File: src/rtl/servo_pkg.sv
// servo_pkg
//   Shared definitions for the servo PWM bank: bus field codes, CTRL and
//   STATUS bit positions, the packed CTRL layout and a channel-index width
//   helper.
package servo_pkg;

  // Low two address bits select the per-channel field.
  typedef enum logic [1:0] {
    FLD_CTRL   = 2'd0,
    FLD_WIDTH  = 2'd1,
    FLD_STATUS = 2'd2,
    FLD_RSVD   = 2'd3
  } field_e;

  localparam int CTRL_EN  = 0;
  localparam int CTRL_DIR = 1;

  localparam int STAT_PEND = 0;
  localparam int STAT_EN   = 1;

  // Only the two meaningful CTRL bits are stored; bit order matches CTRL_EN/CTRL_DIR.
  typedef struct packed {
    logic dir;
    logic en;
  } ctrl_t;

  // The channel index needs at least one bit even for a single-channel bank.
  function automatic int ch_bits(input int n_ch);
    return (n_ch > 1) ? $clog2(n_ch) : 1;
  endfunction

endpackage

File: src/rtl/servo_channel.sv
// servo_channel
//   One servo channel: staged and active CTRL/WIDTH registers, live status,
//   and the registered PWM/direction outputs.
//
// Ports
//   i_clk        system clock
//   i_rst_n      asynchronous active-low reset
//   i_wr_ctrl    write strobe for staged CTRL (bits taken from i_d_in)
//   i_wr_width   write strobe for staged WIDTH
//   i_d_in       bus write data
//   i_copy       staged -> active copy strobe
//   i_cnt        current period counter value
//   o_stg_ctrl   staged CTRL {dir, en} for readback
//   o_stg_width  staged WIDTH for readback
//   o_status     {active enable, pending}
//   o_pwm        PWM output
//   o_dir        direction output
module servo_channel
  import servo_pkg::*;
#(
  parameter int DW = 32
) (
  input  logic          i_clk,
  input  logic          i_rst_n,
  input  logic          i_wr_ctrl,
  input  logic          i_wr_width,
  input  logic [DW-1:0] i_d_in,
  input  logic          i_copy,
  input  logic [DW-1:0] i_cnt,
  output logic [1:0]    o_stg_ctrl,
  output logic [DW-1:0] o_stg_width,
  output logic [1:0]    o_status,
  output logic          o_pwm,
  output logic          o_dir
);

  ctrl_t         r_stg_ctrl;
  ctrl_t         r_act_ctrl;
  logic [DW-1:0] r_stg_width;
  logic [DW-1:0] r_act_width;
  logic          r_pwm;
  logic          w_pending;

  always_ff @(posedge i_clk or negedge i_rst_n) begin
    if (!i_rst_n) begin
      r_stg_ctrl  <= '0;
      r_stg_width <= '0;
    end else begin
      if (i_wr_ctrl) begin
        r_stg_ctrl.en  <= i_d_in[CTRL_EN];
        r_stg_ctrl.dir <= i_d_in[CTRL_DIR];
      end
      if (i_wr_width) r_stg_width <= i_d_in;
    end
  end

  // A write landing on the same edge as the copy is not seen by the copy:
  // the active side takes the staged value as it was before that edge.
  always_ff @(posedge i_clk or negedge i_rst_n) begin
    if (!i_rst_n) begin
      r_act_ctrl  <= '0;
      r_act_width <= '0;
    end else if (i_copy) begin
      r_act_ctrl  <= r_stg_ctrl;
      r_act_width <= r_stg_width;
    end
  end

  // Compare uses this cycle's counter, so the pin lags cnt by one cycle.
  // Width 0 never matches; width >= PERIOD always matches.
  always_ff @(posedge i_clk or negedge i_rst_n) begin
    if (!i_rst_n) r_pwm <= 1'b0;
    else          r_pwm <= r_act_ctrl.en & (i_cnt < r_act_width);
  end

  assign w_pending = (r_stg_ctrl != r_act_ctrl) | (r_stg_width != r_act_width);

  always_comb begin
    o_status            = '0;
    o_status[STAT_PEND] = w_pending;
    o_status[STAT_EN]   = r_act_ctrl.en;
  end

  assign o_stg_ctrl  = r_stg_ctrl;
  assign o_stg_width = r_stg_width;
  assign o_pwm       = r_pwm;
  assign o_dir       = r_act_ctrl.dir;

endmodule

File: src/rtl/servo_pwm_bank.sv
// servo_pwm_bank
//   Register bank and PWM generator for N_CH servo channels. A binary
//   {channel, field} address selects CTRL, WIDTH or STATUS of a channel.
//   Writes land in staged registers; staged values move to active either at
//   each period wrap (SYNC_UPDATE=1) or on the cycle after a write
//   (SYNC_UPDATE=0). All outputs are registered.
//
// Ports
//   i_clk           system clock
//   i_rst_n         asynchronous active-low reset
//   i_cs            bus select
//   i_wr            1 = write, 0 = read (qualified by i_cs)
//   i_addr          {channel, field[1:0]}
//   i_d_in          write data
//   o_rd_data       registered read data, valid one cycle after the read
//   o_pwm_out       per-channel PWM pins
//   o_dir_out       per-channel direction lines
//   o_period_start  one-cycle pulse coincident with cnt == 0 after a wrap
module servo_pwm_bank
  import servo_pkg::*;
#(
  parameter  int N_CH        = 8,
  parameter  int DW          = 32,
  parameter  int PERIOD      = 1000000,
  parameter  int SYNC_UPDATE = 1,
  localparam int AW          = $clog2(N_CH) + 2
) (
  input  logic          i_clk,
  input  logic          i_rst_n,
  input  logic          i_cs,
  input  logic          i_wr,
  input  logic [AW-1:0] i_addr,
  input  logic [DW-1:0] i_d_in,
  output logic [DW-1:0] o_rd_data,
  output logic [N_CH-1:0] o_pwm_out,
  output logic [N_CH-1:0] o_dir_out,
  output logic          o_period_start
);

  localparam int            CHW      = ch_bits(N_CH);
  localparam logic [DW-1:0] CNT_LAST = DW'(PERIOD - 1);

  logic [CHW-1:0]  w_ch;
  logic            w_ch_ok;
  field_e          w_fld;
  logic            w_wr;
  logic [N_CH-1:0] w_wr_ctrl;
  logic [N_CH-1:0] w_wr_width;
  logic [N_CH-1:0] w_copy;
  logic            w_wrap;
  logic [DW-1:0]   w_rd_next;

  logic [1:0]      w_stg_ctrl  [N_CH];
  logic [DW-1:0]   w_stg_width [N_CH];
  logic [1:0]      w_status    [N_CH];

  logic [DW-1:0]   r_cnt;
  logic            r_period_start;
  logic [DW-1:0]   r_rd_data;

  // ---------------------------------------------------------------- decode
  generate
    if (AW > 2) begin : g_ch_addr
      assign w_ch = i_addr[AW-1:2];
    end else begin : g_ch_single
      assign w_ch = '0;
    end
  endgenerate

  // Non-power-of-two banks leave the top channel codes unpopulated.
  assign w_ch_ok = ({1'b0, w_ch} < (CHW + 1)'(N_CH));
  assign w_fld   = field_e'(i_addr[1:0]);
  assign w_wr    = i_cs & i_wr & w_ch_ok;

  // -------------------------------------------------------- period counter
  assign w_wrap = (r_cnt == CNT_LAST);

  always_ff @(posedge i_clk or negedge i_rst_n) begin
    if (!i_rst_n) begin
      r_cnt          <= '0;
      r_period_start <= 1'b0;
    end else begin
      r_cnt          <= w_wrap ? '0 : r_cnt + 1'b1;
      r_period_start <= w_wrap;
    end
  end

  // ----------------------------------------------------------- copy strobe
  generate
    if (SYNC_UPDATE != 0) begin : g_sync
      assign w_copy = {N_CH{w_wrap}};
    end else begin : g_async
      logic [N_CH-1:0] r_wr_d;
      always_ff @(posedge i_clk or negedge i_rst_n) begin
        if (!i_rst_n) r_wr_d <= '0;
        else          r_wr_d <= w_wr_ctrl | w_wr_width;
      end
      assign w_copy = r_wr_d;
    end
  endgenerate

  // -------------------------------------------------------------- channels
  generate
    for (genvar g = 0; g < N_CH; g++) begin : g_ch
      assign w_wr_ctrl[g]  = w_wr & (w_ch == CHW'(g)) & (w_fld == FLD_CTRL);
      assign w_wr_width[g] = w_wr & (w_ch == CHW'(g)) & (w_fld == FLD_WIDTH);

      servo_channel #(
        .DW (DW)
      ) u_ch (
        .i_clk       (i_clk),
        .i_rst_n     (i_rst_n),
        .i_wr_ctrl   (w_wr_ctrl[g]),
        .i_wr_width  (w_wr_width[g]),
        .i_d_in      (i_d_in),
        .i_copy      (w_copy[g]),
        .i_cnt       (r_cnt),
        .o_stg_ctrl  (w_stg_ctrl[g]),
        .o_stg_width (w_stg_width[g]),
        .o_status    (w_status[g]),
        .o_pwm       (o_pwm_out[g]),
        .o_dir       (o_dir_out[g])
      );
    end
  endgenerate

  // -------------------------------------------------------------- read mux
  always_comb begin
    w_rd_next = '0;
    if (w_ch_ok) begin
      case (w_fld)
        FLD_CTRL:   w_rd_next = {{(DW-2){1'b0}}, w_stg_ctrl[w_ch]};
        FLD_WIDTH:  w_rd_next = w_stg_width[w_ch];
        FLD_STATUS: w_rd_next = {{(DW-2){1'b0}}, w_status[w_ch]};
        default:    w_rd_next = '0;
      endcase
    end
  end

  always_ff @(posedge i_clk or negedge i_rst_n) begin
    if (!i_rst_n)          r_rd_data <= '0;
    else if (i_cs & ~i_wr) r_rd_data <= w_rd_next;
  end

  assign o_rd_data      = r_rd_data;
  assign o_period_start = r_period_start;

endmodule
File: config.mk
export PLATFORM = sky130hd
export DESIGN_NAME = servo_pwm_bank
export DESIGN_NICKNAME = d
export VERILOG_FILES = /design/src/rtl/servo_pkg.sv /design/src/rtl/servo_channel.sv /design/src/rtl/servo_pwm_bank.sv
export SDC_FILE = /design/constraint.sdc
export NUM_CORES = 2
export LEC_CHECK = 0
export CELL_PAD_IN_SITES_DETAIL_PLACEMENT = 1
export CELL_PAD_IN_SITES_GLOBAL_PLACEMENT = 2
export CORE_MARGIN = 10
export CORE_UTILIZATION = 43
export CTS_BUF_LIST = sky130_fd_sc_hd__clkbuf_16
export DETAILED_ROUTE_END_ITERATION = 8
export HOLD_SLACK_MARGIN = 0.06
export PLACE_DENSITY = 0.81
export SYNTH_ARGS = -nofsm -noshare
export SYNTH_HDL_FRONTEND = slang
export SYNTH_SLANG_ARGS = --single-unit
File: constraint.sdc
create_clock -name i_clk -period 2.4 [get_ports i_clk]
set_input_delay 0.48 -clock i_clk [delete_from_list [all_inputs] [get_ports i_clk]]
set_output_delay 0.48 -clock i_clk [all_outputs]
set_load 0.01 [all_outputs]
==> impl_metrics.csv <==
group,metric,value,unit
sta,max_slew_margin,0.426,
yosys,synth_edf_count,0,
detailed_routing,wl,135,mm
floorplan,fp.dieArea,90300,um2
place,routabilityCongestion,1.00,
yosys,synth-main-ff-cell,"dfrtp_1",
yosys,synth_fa_ha_area_frac,0.0921,
layout,final_layout_size_suffix_gt1_frac,0.259,
global_routing,grt_pass1_vias,28300,
power_and_ir_drop,ir_worst_vdd,554,uV
floorplan,core,77700,um2
cts,worst_setup_hold_path_clk_slew,0.06,ns
setup_path,startpoint_type,"flip-flop",
place,port_buffers,89,
cts,htree_levels,3,
setup_path,critPathRequiredTime,2.90,ns
power_and_ir_drop,power.density_cell_area,651,nW/um2
global_routing,global_route_hottest_layer,"met2",
sta,final_max_slew_viol_count,0,
power_and_ir_drop,power.leakage,0.0197,uW
sta,achievable-frequency,407,MHz
setup_path,critical_path.n_buffers_inverters,2,
outcome,failed_checks,"negative setup slack",
sta,max_slew.worst_pin.slew,0.858,ns
floorplan,dieHeight,300,um
sta,final.setup.tns,-0.0571,ns
detailed_routing,route.detailed.drc,0,
yosys,synth-compound-area-share,0.0847,
yosys,synthDistinctLibCells,47,
floorplan,boundaryPins,90,
yosys,seq_area_frac_synth,0.456,
sta,timing.final.ws_setup,-0.0571,ns
layout,number_of_antenna_cells_inserted,0,
place,placedCellCount,4408,
floorplan,row_count,102,
hold_path,worstHoldPathType,"in2async",
global_routing,grt_first_pass_wirelength,193,mm
global_routing,globalRouteTotalUtil,0.288,
layout,n_fill_cell,8125,
setup_path,critPathKind,"reg2reg",
yosys,ys_top_cells_by_count,"617 x dfrtp_1, 331 x o21ai_0, 315 x nand2_1, 289 x mux2_2, 257 x inv_1",
yosys,yosysTopAreaCellShare,0.456,
sta,unrepaired_setup_endpoints_after_global_routing,"yes",
yosys,mappedNetlistNets,3369,
yosys,synthArstFlopShare,1.00,
setup_path,crit_path_max_fanout,8,
setup_path,worst_setup_path_end_kind,"flip-flop",
yosys,syn_area,33800,um2
global_routing,m3_gr_usage,0.0448,
yosys,post-synth-top-count-cell,"dfrtp_1",
sta,timing.final.hold_violations,0,
yosys,post_synth_and_or_nand_nor_area_fraction,0.0878,
layout,nNetsFinal,3762,
detailed_routing,drt_first_iter_violations,2452,
floorplan,start_util,0.435,
layout,area_of_combinational_cells_with_multiple_inputs,17200,um2
setup_path,slowest_cell_on_the_critical_path,"or3_4",
setup_path,critical_path.cell_chain,"buf_6 -> ha_1 -> nand4_1 -> or3_4 -> nor2_4 -> o21a_4 -> nor3_2 -> buf_4 -> o31a_1",
place,post-dp-hpwl,102,mm
layout,final_cells,4569,
detailed_routing,vias,26900,
yosys,synth_top_family_by_area,"multiplexers",
global_routing,grt_overflow_total,0,
detailed_routing,wire_per_inst,29.6,um
global_routing,grt_max_degree,83,
sta,period_share,1.02,
yosys,syn-mean-instance-area,11.0,um2
cts,clock_tree.buffer_depth,3,
yosys,synth.largest_area_cell,"dfrtp_1",
yosys,yosys.area_share.xor_xnor,0.0769,
cts,clkLatencyLatePin,0.63,ns
yosys,synthMuxAreaShare,0.154,
setup_path,startpoint,"r_cnt[17]$_DFF_PN0_",
setup_path,cp_data_arrival_time,2.96,ns
detailed_routing,routed_via_density,5.90,
outcome,status,"complete, but fails checks",
cts,cts_tree,"yes",
yosys,synth_warn,0,
detailed_routing,route.antenna.remaining_nets,0,
global_routing,met2_usage,0.465,
yosys,postSynthCellCount,3079,
setup_path,worst_path_dominant_cell_family,"simple AND/OR/NAND/NOR gates",
sta,clock_skew,0.0162,ns
global_routing,number_of_antenna_violations_at_the_first_check_in_global_routing,5,
sta,number_of_setup_violations_in_the_final_report,1,
cts,clock_tree.root_cell,"clkbuf_16",
flow_run,cap_violations,0,
global_routing,grt_util_met1,0.388,
yosys,synth.top_cells.by_area,"dfrtp_1 46%, mux2_2 9.6%, ha_1 9.2%",
sta,final_period_minus_worst_setup_slack,2.46,ns
floorplan,die_w,300,um
yosys,ys_seq_elements,617,
detailed_routing,drtPass1Iterations,5,
cts,cts_num_sinks,617,
cts,cts_buffers,73,
setup_path,max_incr_delay_on_cp,0.47,ns
setup_path,rr_startpoint,"r_cnt[17]$_DFF_PN0_",
layout,ff_latch_area,15500,um2
layout,layout-area-overhead-vs-synth,23.8,%
==> layout by cell type (no fill, tap or decap), types with 9 or more instances in the layout <==
cell / instances
a211oi_1: 11
a21o_1: 55
a21oi_1: 62
a21oi_2: 13
buf_12: 35
buf_16: 10
buf_4: 286
buf_6: 15
clkbuf_16: 91
clkdlybuf4s50_1: 85
clkinv_1: 16
clkinv_2: 9
dfrtp_1: 607
dfrtp_2: 10
ha_1: 246
inv_1: 275
mux2_2: 289
mux2i_1: 31
mux4_2: 72
nand2_1: 314
nand2b_1: 21
nand3_1: 21
nand4_1: 86
nor2_1: 35
nor2b_1: 31
nor3_1: 13
nor4_1: 31
o21ai_0: 325
xnor2_1: 162
xor2_1: 130
==> kinds of logic after synthesis <==
| family | count (synthesis) |
|---|---|
| compound gates | 516 |
| xor+xnor | 297 |
| fa+ha+maj | 249 |
| buf+inv | 389 |
| flops | 617 |
| mux | 395 |
| simple gates | 616 |
==> final timing paths <==
path                                                            endpoint  slack (ns)  depth (start not counted)
worst max-delay path                        g_ch[0].u_ch.o_pwm$_DFF_PN0_       -0.06                          9
worst min-delay path             g_ch[2].u_ch.r_act_width[2]$_DFFE_PN0P_        0.40                          2
worst max register to register              g_ch[0].u_ch.o_pwm$_DFF_PN0_       -0.06                          9
worst min register to register                 o_rd_data[24]$_DFFE_PN0P_        0.49                          2
max in group asynchronous       g_ch[7].u_ch.r_act_width[24]$_DFFE_PN0P_        1.05                          4
min in group i_clk                g_ch[3].u_ch.o_stg_ctrl[0]$_DFFE_PN0P_        0.41                          3
==> state kept, by name, indices dropped and copies added, names as in the netlist <==
register,count
o_rd_data,32
g_ch.u_ch.o_dir,8
g_ch.u_ch.r_act_width,256
r_cnt,32
g_ch.u_ch.o_pwm,8
g_ch.u_ch.o_stg_ctrl,16
o_period_start,1
g_ch.u_ch.o_stg_width,256
g_ch.u_ch.o_status,8
==> metal layers <==
layer,wire length [um],vias up
met5,62,-
met4,5340,10
met3,8970,262
met2,63000,987
met1,57700,14100
li1,-,11500
==> area by class of cell <==
class,instances,area share
Inverter,257,0.0230
Clock inverter,53,0.00962
Sequential cell,617,0.369
Clock buffer,79,0.0472
Timing Repair Buffer,450,0.108
Multi-Input combinational cell,2073,0.412
Tap cell,1040,0.0311
==> metrics by stage <==
stage / hold slack, ns / setup WS, ns / utilization / cell area (um2) / power [uW]
2_1_floorplan: 0.184 / 0.176 / - / 33800 / 13500
3_3_place_gp: 0.447 / -0.273 / 0.495 / 38500 / 15800
3_5_place_dp: 0.449 / -0.276 / 0.495 / 38500 / 15900
4_1_cts: 0.381 / -0.0230 / 0.528 / 41000 / 27300
5_1_grt: 0.418 / -0.111 / 0.539 / 41900 / 28000
6_report: 0.398 / -0.0571 / 0.539 / 41900 / 27300
==> worst register-to-register path, cell delays in order, from the launching register on <==
cell and delay (ns):
dfrtp_1 0.42, buf_6 0.18, ha_1 0.33, nand4_1 0.16
or3_4 0.47, nor2_4 0.13, o21a_4 0.17, nor3_2 0.05
buf_4 0.14, o31a_1 0.29
==> power by group <==
| part | internal, uW | switching [uW] | total [uW] |
|---|---|---|---|
| clock network | 6650 | 4700 | 11300 |
| registers | 11100 | 934 | 12000 |
| logic | 1820 | 2120 | 3940 |
==> timing repair <==
| action | in CTS | in global routing |
|---|---|---|
| pin swaps | 8 | 20 |
| gates resized for setup | 39 | 83 |
| cloned | 0 | 14 |
| endpoints found under the hold margin | 32 | 0 |
| endpoints found under the setup margin | 19 | 266 |
| setup buffers | 4 | 10 |
| hold buffers | 1 | 0 |
No activity file was read; power rests on OpenSTA's default activity.
